--- src/rtl/phy_tx_fifo_2f_if.sv ---
// Byte/valid bus between the link layer and the PHY transmit FIFO.
// It also carries the occupancy flags the link layer uses for flow control.
interface phy_tx_fifo_2f_if #(
  parameter int DATA_W = 8,
  parameter int ADDR_W = 2
);
  logic [DATA_W-1:0] data_in;
  logic              push;
  logic              pause;
  logic [DATA_W-1:0] data_out;
  logic              valid_out;
  logic              fifo_full;
  logic              fifo_empty;
  logic              almost_full;
  logic              almost_empty;
  logic [ADDR_W:0]   count;
  logic              overflow_err;

  modport master (
    output data_in, push, pause,
    input  data_out, valid_out, fifo_full, fifo_empty,
    input  almost_full, almost_empty, count, overflow_err
  );

  modport slave (
    input  data_in, push, pause,
    output data_out, valid_out, fifo_full, fifo_empty,
    output almost_full, almost_empty, count, overflow_err
  );
endinterface

--- src/rtl/phy_tx_fifo_2f.sv ---
// Byte-wide transmit FIFO ahead of the 1x2 byte demux: absorbs link-layer bursts and
// emits a registered byte/valid stream at clk_2f, with occupancy flags and sticky overflow.
module phy_tx_fifo_2f #(
  parameter int                DATA_W    = 8,
  parameter int                ADDR_W    = 2,
  parameter int                AF_THRESH = 3,
  parameter int                AE_THRESH = 1,
  parameter logic [DATA_W-1:0] IDLE_SYM  = {DATA_W{1'b0}}
) (
  input  logic               clk_2f,
  input  logic               reset,
  phy_tx_fifo_2f_if.slave    bus
);
  localparam int              DEPTH    = 2 ** ADDR_W;
  localparam logic [ADDR_W:0] FULL_LVL = DEPTH[ADDR_W:0];
  localparam logic [ADDR_W:0] AF_LVL   = AF_THRESH[ADDR_W:0];
  localparam logic [ADDR_W:0] AE_LVL   = AE_THRESH[ADDR_W:0];

  logic [DATA_W-1:0] mem [DEPTH];
  logic [ADDR_W-1:0] wrPtr;
  logic [ADDR_W-1:0] rdPtr;
  logic [ADDR_W:0]   countReg;
  logic [DATA_W-1:0] dataOutReg;
  logic              validOutReg;
  logic              overflowReg;
  logic              fifoFull;
  logic              fifoEmpty;
  logic              popEn;
  logic              wrEn;

  assign fifoFull  = (countReg == FULL_LVL);
  assign fifoEmpty = (countReg == '0);
  assign popEn     = !fifoEmpty && !bus.pause;
  // A full FIFO still accepts a byte when a slot is freed on the same edge.
  assign wrEn      = bus.push && (!fifoFull || popEn);

  // Storage carries no reset so it maps onto plain RAM.
  always_ff @(posedge clk_2f) begin
    if (wrEn && !reset) begin
      mem[wrPtr] <= bus.data_in;
    end
  end

  always_ff @(posedge clk_2f) begin
    if (reset) begin
      wrPtr       <= '0;
      rdPtr       <= '0;
      countReg    <= '0;
      dataOutReg  <= IDLE_SYM;
      validOutReg <= 1'b0;
      overflowReg <= 1'b0;
    end else begin
      if (popEn) begin
        dataOutReg  <= mem[rdPtr];
        validOutReg <= 1'b1;
        rdPtr       <= rdPtr + 1'b1;
      end else begin
        dataOutReg  <= IDLE_SYM;
        validOutReg <= 1'b0;
      end
      if (wrEn) begin
        wrPtr <= wrPtr + 1'b1;
      end
      if (bus.push && !wrEn) begin
        overflowReg <= 1'b1;
      end
      case ({wrEn, popEn})
        2'b10:   countReg <= countReg + 1'b1;
        2'b01:   countReg <= countReg - 1'b1;
        default: countReg <= countReg;
      endcase
    end
  end

  assign bus.data_out     = dataOutReg;
  assign bus.valid_out    = validOutReg;
  assign bus.fifo_full    = fifoFull;
  assign bus.fifo_empty   = fifoEmpty;
  assign bus.almost_full  = (countReg >= AF_LVL);
  assign bus.almost_empty = (countReg <= AE_LVL);
  assign bus.count        = countReg;
  assign bus.overflow_err = overflowReg;
endmodule

--- src/flat_wrapper.sv ---
// flat-port wrapper written by rule: the top's interface ports become plain ports
module phy_tx_fifo_2f_flat 
#(
  parameter int                DATA_W    = 8,
  parameter int                ADDR_W    = 2,
  parameter int                AF_THRESH = 3,
  parameter int                AE_THRESH = 1,
  parameter logic [DATA_W-1:0] IDLE_SYM  = {DATA_W{1'b0}}
)
  (clk_2f, reset, bus_data_in, bus_push, bus_pause, bus_data_out, bus_valid_out, bus_fifo_full, bus_fifo_empty, bus_almost_full, bus_almost_empty, bus_count, bus_overflow_err);
  phy_tx_fifo_2f_if #(.DATA_W(DATA_W), .ADDR_W(ADDR_W)) bus_i ();
  input  logic clk_2f;
  input  logic reset;
  input wire logic [$bits(bus_i.data_in)-1:0] bus_data_in;
  input wire logic [$bits(bus_i.push)-1:0] bus_push;
  input wire logic [$bits(bus_i.pause)-1:0] bus_pause;
  output wire logic [$bits(bus_i.data_out)-1:0] bus_data_out;
  output wire logic [$bits(bus_i.valid_out)-1:0] bus_valid_out;
  output wire logic [$bits(bus_i.fifo_full)-1:0] bus_fifo_full;
  output wire logic [$bits(bus_i.fifo_empty)-1:0] bus_fifo_empty;
  output wire logic [$bits(bus_i.almost_full)-1:0] bus_almost_full;
  output wire logic [$bits(bus_i.almost_empty)-1:0] bus_almost_empty;
  output wire logic [$bits(bus_i.count)-1:0] bus_count;
  output wire logic [$bits(bus_i.overflow_err)-1:0] bus_overflow_err;
  assign bus_i.data_in = bus_data_in;
  assign bus_i.push = bus_push;
  assign bus_i.pause = bus_pause;
  assign bus_data_out = bus_i.data_out;
  assign bus_valid_out = bus_i.valid_out;
  assign bus_fifo_full = bus_i.fifo_full;
  assign bus_fifo_empty = bus_i.fifo_empty;
  assign bus_almost_full = bus_i.almost_full;
  assign bus_almost_empty = bus_i.almost_empty;
  assign bus_count = bus_i.count;
  assign bus_overflow_err = bus_i.overflow_err;
  phy_tx_fifo_2f #(.DATA_W(DATA_W), .ADDR_W(ADDR_W), .AF_THRESH(AF_THRESH), .AE_THRESH(AE_THRESH), .IDLE_SYM(IDLE_SYM)) u_core (.clk_2f(clk_2f), .reset(reset), .bus(bus_i));
endmodule
--- config.mk ---
export PLATFORM = sky130hd
export DESIGN_NAME = phy_tx_fifo_2f_flat
export DESIGN_NICKNAME = d
export VERILOG_FILES = /design/src/rtl/phy_tx_fifo_2f_if.sv /design/src/rtl/phy_tx_fifo_2f.sv /design/src/flat_wrapper.sv
export SDC_FILE = /design/constraint.sdc
export NUM_CORES = 1
export LEC_CHECK = 0
export CAP_MARGIN = 20
export CORE_UTILIZATION = 25
export DETAILED_ROUTE_END_ITERATION = 10
export SLEW_MARGIN = 20
export SYNTH_ARGS = -nofsm -noshare
export SYNTH_HDL_FRONTEND = slang
export SYNTH_SLANG_ARGS = --single-unit
export TNS_END_PERCENT = 20
--- constraint.sdc ---
create_clock -name clk_2f -period 2.1 [get_ports clk_2f]
set_clock_uncertainty 0.1 [all_clocks]
set_input_delay 0.63 -clock clk_2f [delete_from_list [all_inputs] [get_ports clk_2f]]
set_output_delay 0.63 -clock clk_2f [all_outputs]
set_load 0.01 [all_outputs]
==> results.sh <==
export IMPL_cts_sinks=49
export IMPL_crit_chain="buf_4 -> clkdlybuf4s50_1"
export IMPL_numPortBuffers=28
export IMPL_start_util=0.264
export IMPL_max_slew_margin=0.629
export IMPL_setup_viol=0
export IMPL_routed_via_count=1099
export IMPL_outcome="finished clean"
export IMPL_antenna_found_initial=0
export IMPL_hold_class="register to register"
export IMPL_drtPass1Iterations=4
export IMPL_reg2reg_from="u_core.bus.count[0]"
export IMPL_cp_arrival_ps=1320
export IMPL_hpwl_um=2260
export IMPL_crit_type="register to output pin"
export IMPL_hold_ws_ps=394
export IMPL_synth_seq_cells=49
export IMPL_path_clk_slew_ps=90
export IMPL_core_sq_um=7410
export IMPL_rsz0062_at_grt="yes"
export IMPL_worstPathRequired_ps=1370
export IMPL_multi_input_area_sq_um=603
export IMPL_overflow=0
export IMPL_wirelength_um=3250
export IMPL_hp_start="u_core.bus.overflow_err"
export IMPL_root_buffer="clkbuf_8"
export IMPL_max_cap_viol_count=0
export IMPL_die_area_sq_um=8180
export IMPL_vias_per_cell=4.06
export IMPL_dp_slack_ps=-221
export IMPL_grt_pass1_vias=1065
export IMPL_drtIter0Drc=42
export IMPL_layout_nets=192
export IMPL_hold_viol=0
export IMPL_ys_warn_count=0
export IMPL_synthCells=124
export IMPL_htreeDepth=2
export IMPL_synth_top_flop_cell="edfxtp_1"
export IMPL_crit_buf_inv=2
export IMPL_grt_use_total=0.0861
export IMPL_max_stage_delay_ps=540
export IMPL_die_h_um=90.4
export IMPL_gp_congestion=0.670
export IMPL_yosysSeqAreaShare=0.665
export IMPL_maxSlewViolCount=0
export IMPL_worstSetupStartpoint="u_core.bus.count[2]"
export IMPL_routedWlPerCell_um=12.0
export IMPL_area_delta_synth_final_pct=30.8
export IMPL_regArea_sq_um=1300
export IMPL_crit_fanout=7
export IMPL_num_io_pins=29
export IMPL_drive_gt1_frac=0.203
export IMPL_ant_nets=0
export IMPL_grt_max_degree=17
export IMPL_grt_pass1_wl_um=5300
export IMPL_postSynthAreaPerCell_sq_um=15.8
export IMPL_fin_crit_ps=2050
export IMPL_critPathTopFamily="buffers and inverters"
export IMPL_clk_path_buf_depth=2
export IMPL_async_flop_share=0
export IMPL_cts_buffers=5
export IMPL_period_share=0.976
export IMPL_post_synth_num_cell_types=27
export IMPL_fmax_ghz=0.488
export IMPL_cp_start_kind="register"
export IMPL_p_leak_nw=0.912
export IMPL_endpoint_kind="output pin"
export IMPL_die_w_um=90.4
export IMPL_drc=0
export IMPL_ctsHoldBuffers=0
export IMPL_synth_edf_count=32
export IMPL_slowest_stage="clkdlybuf4s50_1"
export IMPL_fillers=716
export IMPL_cts_tree="built"
export IMPL_worst_pin_slew_ps=555
export IMPL_antenna_cells=0
export IMPL_power_w=0.00259
export IMPL_clock_latency_ps=300
export IMPL_num_rows=31
export IMPL_synth_fp_nets=145
export IMPL_syn_cell_area_sq_um=1960
export IMPL_powerDensity_nw_per_um2=1010
export IMPL_worst_slack_ps=50.5
export IMPL_max_vdd_ir_drop_v=0.000307
## synthesized netlist by cell type, types with 2 or more instances
library cell,number,area [sq um]
a21oi_1,3,15.0
nor3b_1,4,30.0
inv_1,8,30.0
o31ai_1,2,15.0
and2_1,2,12.5
clkbuf_1,2,7.51
nor2b_1,8,50.1
nor2_1,8,30.0
dfxtp_1,17,340
mux4_1,8,210
nand2b_1,2,12.5
xor2_1,2,17.5
a31oi_1,2,12.5
ha_1,9,113
o21ai_0,3,15.0
nand3_1,2,10.0
edfxtp_1,32,961
## report_power, final
part           internal [W]  total [W]  switching, W
combinational      0.000438   0.000775      0.000336
clock              0.000309   0.000621      0.000312
sequential          0.00112    0.00120     0.0000781
## state kept, by name (all words and copies together) (netlist names)
name,flops
u_core.mem,32
u_core.bus.data_out,8
u_core.bus.count,3
u_core.rdPtr,2
u_core.wrPtr,2
u_core.bus.overflow_err,1
u_core.bus.valid_out,1
## worst paths after layout
path | depth (start not counted) | slack [ps] | endpoint
worst max-delay path | 2 | 50 | bus_count[2]
worst min-delay path | 2 | 390 | u_core.bus.overflow_err
worst max register to register | 9 | 290 | u_core.bus.count[1]
worst min register to register | 2 | 390 | u_core.bus.overflow_err
## placed cells by master (no fill, tap or decap), types with 3 or more instances in the layout
cell / count
edfxtp_1: 32
clkdlybuf4s50_1: 24
buf_4: 16
dfxtp_1: 15
nor2_1: 8
mux4_1: 8
nor2b_1: 8
inv_1: 7
ha_1: 7
clkbuf_8: 5
nor3b_1: 4
o21ai_0: 3
a21oi_1: 3
## worst reg2reg max path, cell delays in order, from the launching register on
cell	delay (ps)
dfxtp_2	370
inv_2	60
ha_2	190
nor2b_2	160
buf_4	150
nor2_1	120
ha_2	230
xor2_1	160
nor2_1	50
a211oi_1	150
## layout make-up
type | instances | area share
Timing Repair Buffer | 44 | 0.150
Clock buffer | 6 | 0.0367
Sequential cell | 49 | 0.510
Clock inverter | 2 | 0.00636
Tap cell | 99 | 0.0484
Multi-Input combinational cell | 62 | 0.236
Inverter | 9 | 0.0132
## stage by stage
stage               TNS, ps  utilization  cell area (sq um)  std cells
CTS                       0        0.346               2560        271
global route          -34.8        0.345               2560        271
finish                    0        0.345               2560        271
detailed placement    -5550        0.331               2450        262
floorplan             -4300            -               1960        124
global placement      -4510        0.331               2450        262
## cell families after synthesis
group / after synthesis / synth area share
buffers and inverters: 13 / 0.0288
multiplexers: 8 / 0.107
adder cells (fa/ha/maj): 9 / 0.0576
AO/OA/AOI/OAI: 12 / 0.0377
flip-flops: 49 / 0.665
XOR/XNOR: 2 / 0.00896
AND/OR/NAND/NOR: 31 / 0.0941
## layer usage
| layer | up-vias | wire length (um) | global-route usage |
|---|---|---|---|
| met3 | 4 | 121 | 0.0328 |
| li1 | 558 | - | - |
| met5 | - | 0 | 0 |
| met4 | 0 | 39 | 0.0444 |
| met2 | 24 | 1550 | 0.136 |
| met1 | 513 | 1540 | 0.102 |
## what timing repair did
item,CTS,global route
setup buffers,1,0
endpoints found under the setup margin,4,5
resized for setup,12,4
cloned,0,0
Note: power is estimated with default switching activity, not from simulation.
